$ cat src/rtl/hex_disp_pkg.sv
// Shared types and constants for the seven-segment display arbiter.
package hex_disp_pkg;

    localparam int DIGITS = 4;
    localparam int HEX_W  = DIGITS * 4;

    typedef enum logic {
        IDLE = 1'b0,
        SHOW = 1'b1
    } state_e;

endpackage

$ cat src/rtl/hex_display_arbiter_rr_pick.sv
// Round-robin picker: first eligible request at or after start_i, wrapping.
module rr_pick #(
    parameter int N  = 4,
    parameter int IW = $clog2(N)
) (
    input  logic [N-1:0]  req_i,
    input  logic [IW-1:0] start_i,
    input  logic [N-1:0]  excl_i,
    output logic [N-1:0]  grant_o,
    output logic [IW-1:0] idx_o,
    output logic          any_o
);

    always_comb begin
        int j;
        j       = 0;
        grant_o = '0;
        idx_o   = '0;
        any_o   = 1'b0;
        for (int k = 0; k < N; k++) begin
            j = int'(start_i) + k;
            if (j >= N) j = j - N;
            if (!any_o && req_i[j] && !excl_i[j]) begin
                grant_o[j] = 1'b1;
                idx_o      = IW'(j);
                any_o      = 1'b1;
            end
        end
    end

endmodule

$ cat src/rtl/hex_display_arbiter.sv
// Round-robin owner selection for the shared 4-digit hex display, with a
// minimum dwell before an owner can be preempted.
//
// state | meaning
// IDLE  | no owner, display shows IDLE_VALUE
// SHOW  | one owner granted, dwell counter running or saturated
module hex_display_arbiter
    import hex_disp_pkg::*;
#(
    parameter int               NREQ       = 4,
    parameter int               DWELL      = 50_000_000,
    parameter logic [HEX_W-1:0] IDLE_VALUE = 16'h0000
) (
    input  logic                    clk,
    input  logic                    rst,
    input  logic [NREQ-1:0]         req,
    input  logic [NREQ*HEX_W-1:0]   req_data,
    output logic [NREQ-1:0]         grant,
    output logic [$clog2(NREQ)-1:0] owner,
    output logic                    disp_valid,
    output logic [HEX_W-1:0]        disp_data
);

    localparam int            OW      = $clog2(NREQ);
    localparam int            CW      = (DWELL > 1) ? $clog2(DWELL) : 1;
    localparam logic [CW-1:0] CNT_MAX = CW'(DWELL - 1);

    state_e            state_q;
    logic [NREQ-1:0]   grant_q;
    logic [OW-1:0]     owner_q;
    logic [OW-1:0]     rr_q;
    logic [CW-1:0]     cnt_q;
    logic [HEX_W-1:0]  data_q;

    logic [NREQ-1:0]   pick_grant;
    logic [OW-1:0]     pick_idx;
    logic              pick_any;
    logic [NREQ-1:0]   excl;
    logic [OW-1:0]     rr_d;
    logic              owner_req;
    logic              expired;

    // While showing, the current owner is masked so rotation lands on someone else;
    // on release its req is already low, so the mask changes nothing.
    assign excl      = (state_q == SHOW) ? grant_q : '0;
    assign owner_req = req[owner_q];
    assign expired   = (cnt_q == CNT_MAX);
    assign rr_d      = (pick_idx == OW'(NREQ - 1)) ? '0 : pick_idx + 1'b1;

    rr_pick #(.N(NREQ), .IW(OW)) u_pick (
        .req_i   (req),
        .start_i (rr_q),
        .excl_i  (excl),
        .grant_o (pick_grant),
        .idx_o   (pick_idx),
        .any_o   (pick_any)
    );

    always_ff @(posedge clk) begin
        if (rst) begin
            state_q <= IDLE;
            grant_q <= '0;
            owner_q <= '0;
            rr_q    <= '0;
            cnt_q   <= '0;
            data_q  <= IDLE_VALUE;
        end else begin
            case (state_q)
                IDLE: begin
                    if (pick_any) begin
                        state_q <= SHOW;
                        grant_q <= pick_grant;
                        owner_q <= pick_idx;
                        rr_q    <= rr_d;
                        cnt_q   <= '0;
                        data_q  <= req_data[int'(pick_idx)*HEX_W +: HEX_W];
                    end
                end
                SHOW: begin
                    if ((!owner_req || expired) && pick_any) begin
                        grant_q <= pick_grant;
                        owner_q <= pick_idx;
                        rr_q    <= rr_d;
                        cnt_q   <= '0;
                        data_q  <= req_data[int'(pick_idx)*HEX_W +: HEX_W];
                    end else if (!owner_req) begin
                        state_q <= IDLE;
                        grant_q <= '0;
                        owner_q <= '0;
                        cnt_q   <= '0;
                        data_q  <= IDLE_VALUE;
                    end else begin
                        if (!expired) cnt_q <= cnt_q + 1'b1;
                        data_q <= req_data[int'(owner_q)*HEX_W +: HEX_W];
                    end
                end
                default: state_q <= IDLE;
            endcase
        end
    end

    assign grant      = grant_q;
    assign owner      = owner_q;
    assign disp_valid = (state_q == SHOW);
    assign disp_data  = data_q;

endmodule

$ cat config.mk
export PLATFORM = sky130hd
export DESIGN_NAME = hex_display_arbiter
export DESIGN_NICKNAME = d
export VERILOG_FILES = /design/src/rtl/hex_disp_pkg.sv /design/src/rtl/hex_display_arbiter_rr_pick.sv /design/src/rtl/hex_display_arbiter.sv
export SDC_FILE = /design/constraint.sdc
export NUM_CORES = 1
export LEC_CHECK = 0
export ABC_AREA = 1
export ABC_CLOCK_PERIOD_IN_PS = 3300
export BUFFER_PORTS_ARGS = -buffer_cell sky130_fd_sc_hd__buf_2
export CORE_MARGIN = 3
export CORE_UTILIZATION = 30
export CTS_BUF_LIST = sky130_fd_sc_hd__clkbuf_16
export DETAILED_ROUTE_END_ITERATION = 12
export PLACE_DENSITY = 0.45
export SLEW_MARGIN = 10
export SYNTH_ARGS = -nofsm -noshare
export SYNTH_HDL_FRONTEND = slang
export SYNTH_SLANG_ARGS = --single-unit
$ cat constraint.sdc
create_clock -name clk -period 3.3 [get_ports clk]
set_input_delay 0.66 -clock clk [delete_from_list [all_inputs] [get_ports clk]]
set_output_delay 0.66 -clock clk [all_outputs]
set_load 0.01 [all_outputs]
==> metrics.txt, run 1 <==
status complete, no violations; DR WL/cell 15.6 um; largest net degree at the start of global routing 40; syn_nets roughly 840; GRT met1 Usage 26.5%; post-synthesis sequential area ratio 22.7%; H-tree levels 2; Max Cap Viol 0; met2 Track Usage GR around a third; clock network latency to the later pin of the worst-skew pair between 300 and 400 ps; Static Leak 2.33 nW; final net count just over 900; setup bufs post-CTS 0; synth warn 0; hold buffers post-CTS 0; post-detailed-route count of antenna-violating nets 0; min-delay worst type register to register; drt pass-1 iters 6; # IOs 93; Via density approximately 5.1; routability cong. between 0.9 and 1; drt drc 0; post_cts resized 0; final WL roughly 16000 um; crit path max fanout 28; crit path DAT 3110 ps; Max-slew headroom 63.2%; synthesized area 4490 um2; Critical Path Sink Type register; startpoint class of the critical path register; Tot Pwr 4.75 mW; main flop type after synthesis dfxtp_1; Vias 5190; Fill cells between 1500 and 2000; CTS Buffer Depth 2; core area 14600 um2; Final Util ~36%; # rows 44; Max Clock Freq around 350 MHz; gr busiest metal met2; CTS Root Cell clkbuf_16; vias in the first global route 4957; WP data required 3540 ps; initial antenna violation count 0; synthesized flop and latch total 51; CTS tree built; Total Routing Usage GR slightly below 20%; Initial DRC Count 296; slew of the pin with the lowest slew margin 548 ps; RSZ-0062 raised after global routing no; GR Overflow Total 0; post-synthesis cell type count 37; Slew Viols, Final 0; Syn Inst Count 759; met3 usage ~3.8%; critical path class register to register; Post-synth ARST share 0%; number of synthesized flops with an enable pin 0; TritonCTS buffer count 5; crit path time final 2880 ps; Fin. Hold Viols 0; final worst path period share between 80% and 90%; die area 16500 um2; Avg Synthesized Cell Area between 5 and 6 um2; Power Density 908 nW/um2; clock sinks 51; Final Setup Violations 0; area grow syn2layout 16.5%; Worst-path clk slew 80 ps; DP HPWL 11900 um; layout cell share with drive strength beyond 1 17.5%; VDD IR-drop max about 0.50 mV; global-route wire length before repair 25600 um; Initial Utilization ~31%; Horiz. Die Dim 128 um; die height between 100 and 150 um; setup TNS 0 ps; Buffers on Ports a little over 90; most common library cell in the layout ignoring fill and taps nand2_1; Setup Skew about 9.0 ps; most frequent cells in the layout nand2_1 (255), nand3_1 (102), buf_2 (92)
[final cells by class]
type / instances / area (um2) / area share, %
antenna: 1 / 2.50 / 0.0478
clock buffer: 5 / 125 / 2.39
clock inverter: 3 / 43.8 / 0.837
inverter: 64 / 245 / 4.69
multi-input combinational: 609 / 3020 / 57.7
sequential: 51 / 1020 / 19.5
tap: 184 / 230 / 4.40
timing repair buffer: 103 / 543 / 10.4
[worst paths after layout]
path | startpoint | end | slack, ps | cells after the start
setup reg to reg | rr_q[1] | cnt_q[14] | 420 | 14
hold / removal | disp_data[15] | disp_data[15] | 470 | 2
hold reg to reg | disp_data[15] | disp_data[15] | 470 | 2
setup / recovery | rr_q[1] | cnt_q[14] | 420 | 14
[synth_stat cells, drive strengths merged, types with 2 or more instances]
master | number | area [um2]
a21oi | 61 | 305
buf | 20 | 146
clkbuf | 15 | 56.3
dfxtp | 51 | 1020
ha | 9 | 113
inv | 63 | 241
nand2 | 268 | 1070
nand3 | 109 | 603
nand3b | 13 | 97.6
nand4 | 16 | 115
nor2 | 48 | 199
nor3 | 17 | 85.1
nor4 | 2 | 12.5
o21ai | 39 | 203
o221ai | 4 | 35.0
o22ai | 2 | 12.5
or2 | 3 | 18.8
xnor2 | 4 | 35.0
xor2 | 11 | 96.3
[routing by layer]
| metal | vias to the layer above | routed length, um | part of all wire [%] |
|---|---|---|---|
| li1 | 2645 | - | - |
| met1 | 2357 | 7600 | 48 |
| met2 | 174 | 7120 | 45 |
| met3 | 14 | 992 | 6.2 |
| met4 | 0 | 221 | 1.4 |
| met5 | - | 0 | 0 |
[cell families (layout without fill, tap and decap cells)]
kind of cell | count (synthesis) | after routing | synth area share (%)
fa+ha+maj | 9 | 9 | 2.51
compound gates | 108 | 108 | 12.7
buf+inv | 99 | 175 | 9.98
flops | 51 | 51 | 22.7
xor+xnor | 15 | 15 | 2.93
simple gates | 477 | 477 | 49.1
other cells | 0 | 1 | 0
[state kept, by name, summed over array words and instances (netlist names)]
signal	flops
disp_valid	1
rr_q	2
cnt_q	26
disp_data	16
owner	2
grant	4
[metrics by stage]
step                      setup slack, ps  instances  area (um2)  hold WS, ps
after floorplan                       978        759        4490          469
after global placement                457       1011        5060          453
after detailed placement              394       1011        5060          456
after CTS                             389       1019        5230          467
after global routing                  103       1019        5230          493
final                                 424       1020        5230          465
[report_power, final]
part	switching [mW]	internal, mW
Combinational	2.25	1.00
Sequential	0.130	0.747
Clock	0.261	0.359
[worst max-delay path, stage by stage, from the launching register on]
cell,delay [ps]
dfxtp_1,550
inv_1,230
ha_1,400
inv_1,70
nand3_1,90
nand2_2,120
nor2_8,150
nand3_4,130
nand3_2,130
nand2_4,140
nand3_2,110
nand2_4,190
inv_2,250
nand2_1,80
a21oi_1,140
Power figures use the tool's default switching activity.
==> run 2: changes to the inputs <==
CELL_PAD_IN_SITES_DETAIL_PLACEMENT = 0   (was not set)
CELL_PAD_IN_SITES_GLOBAL_PLACEMENT = 1   (was not set)
PLACE_DENSITY = not set   (was 0.45)
PLACE_DENSITY_LB_ADDON = 0.1   (was not set)
==> metrics.txt, run 2 (synthesized netlist as in run 1, its figures left out) <==
final worst path period share 87.0%; Critical Path Sink Type register; Final WS setup about 430 ps; die area 16500 um2; Horiz. Die Dim between 100 and 150 um; startpoint class of the critical path register; H-tree levels 2; Setup Skew between 9 and 10 ps; most common library cell in the layout ignoring fill and taps nand2_1; share of power burned in registers 18.9%; VDD IR-drop max 0.468 mV; largest net degree at the start of global routing 38; post-place setup slack approximately 370 ps; DP HPWL 11900 um; Most flops, register cnt_q; global-route wire length before repair 26500 um; Max Cap Viol 0; Net Sw Frac 56.4%; final cell count without fillers 1020; crit path max fanout 28; Placed Cells 1012; vias in the first global route 5100; CTS Root Cell clkbuf_16; final WL 16100 um; WP data required 3500 ps; Total Routing Usage GR 20.0%; most frequent cells in the layout nand2_1 (255), nand3_1 (102), buf_2 (92); status complete, no violations; Max-slew headroom 64.8%; drt drc 0; Logic pwr share 69.9%; clock power share 11.2%; final hold slack 465 ps; Fin. Hold Viols 0; crit path time final 2870 ps; post_cts resized 0; area grow syn2layout 15.9%; core area ~15000 um2; GR Overflow Total 0; RSZ-0062 raised after global routing no; DR WL/cell approximately 16 um; routability cong. approximately 0.87; Slew Viols, Final 0; Vias 5206; Worst-path clk slew ~70 ps; clock network latency to the later pin of the worst-skew pair around 300 ps; initial antenna violation count 1; crit path DAT 3070 ps; Ant. Diodes 0; Final Setup Violations 0; critical path class register to register; Initial Utilization 30.8%; internal power 2.02 mW; Static Leak 2.32 nW; clock sinks 51; die height 128 um; hold buffers post-CTS 0; Max Clock Freq 349 MHz; drt pass-1 iters 5; max FFs per register 26; layout cell share with drive strength beyond 1 17.2%; setup TNS 0 ps; final net count approximately 910; Via density 5.10; Power Density 892 nW/um2; post-detailed-route count of antenna-violating nets 0; Switch Pwr 2.62 mW; Initial DRC Count between 200 and 300; # IOs a little over 90; min-delay worst type register to register; CTS Buffer Depth 2; TritonCTS buffer count 5; setup bufs post-CTS 0; # rows 44; slew of the pin with the lowest slew margin between 500 and 600 ps; CTS tree built; Buffers on Ports 92
-- run 2: changes by cell type in the layout (fill, tap and decap cells not counted) --
cell       before  now
clkinv_1        1    3
buf_4          11   12
bufinv_16       1    0
clkinv_2        1    0
clkinv_4        1    0
diode_2         1    0
inv_1          56   57
-- run 2: path summary, 6_finish.rpt --
path / start / to / slack [ps] / cells past startpoint
setup / recovery: rr_q[1] / cnt_q[24] / 430 / 15
hold / removal: disp_data[14] / disp_data[14] / 460 / 2
setup reg to reg: rr_q[1] / cnt_q[24] / 430 / 15
hold reg to reg: disp_data[14] / disp_data[14] / 460 / 2
-- run 2: routing by layer --
metal	wire length [um]	track usage [%]
met1	7550	27.3
met2	7310	31.9
met3	991	4.28
met4	253	5.37
met5	13	0
-- run 2: power by group through the flow --
stage	clock, mW	sequential, mW	combinational [mW]
after floorplan	0	0.886	2.48
after global placement	0	0.889	3.26
after detailed placement	0	0.893	3.29
after CTS	0.547	0.879	3.30
after global routing	0.566	0.897	3.71
final	0.521	0.878	3.25
-- run 2: worst max-delay path, stage by stage (launching register included) --
cell	delay [ps]
dfxtp_1	550
inv_1	230
ha_1	390
inv_1	70
nand3_1	90
nand2_2	120
nor2_8	150
nand3_4	130
nand3_2	130
nand2_4	140
nand3_2	110
nand2_4	180
inv_2	260
nand2_1	80
nand3_1	70
inv_1	40
-- run 2: final cells by class --
class	instances	area [um2]
multi-input cells	609	3020
clock buffers	5	125
flip-flops and latches	51	1020
well taps	184	230
fillers	1621	9390
inverters	64	245
clock inverters	3	11.3
repair buffers	104	551
-- run 2: through the flow --
stage | area (um2) | total power [mW] | utilization (%)
after floorplan | 4490 | 3.37 | -
after global placement | 5070 | 4.15 | 34.7
after detailed placement | 5070 | 4.18 | 34.7
after CTS | 5200 | 4.72 | 35.7
after global routing | 5200 | 5.17 | 35.7
final | 5200 | 4.64 | 35.7
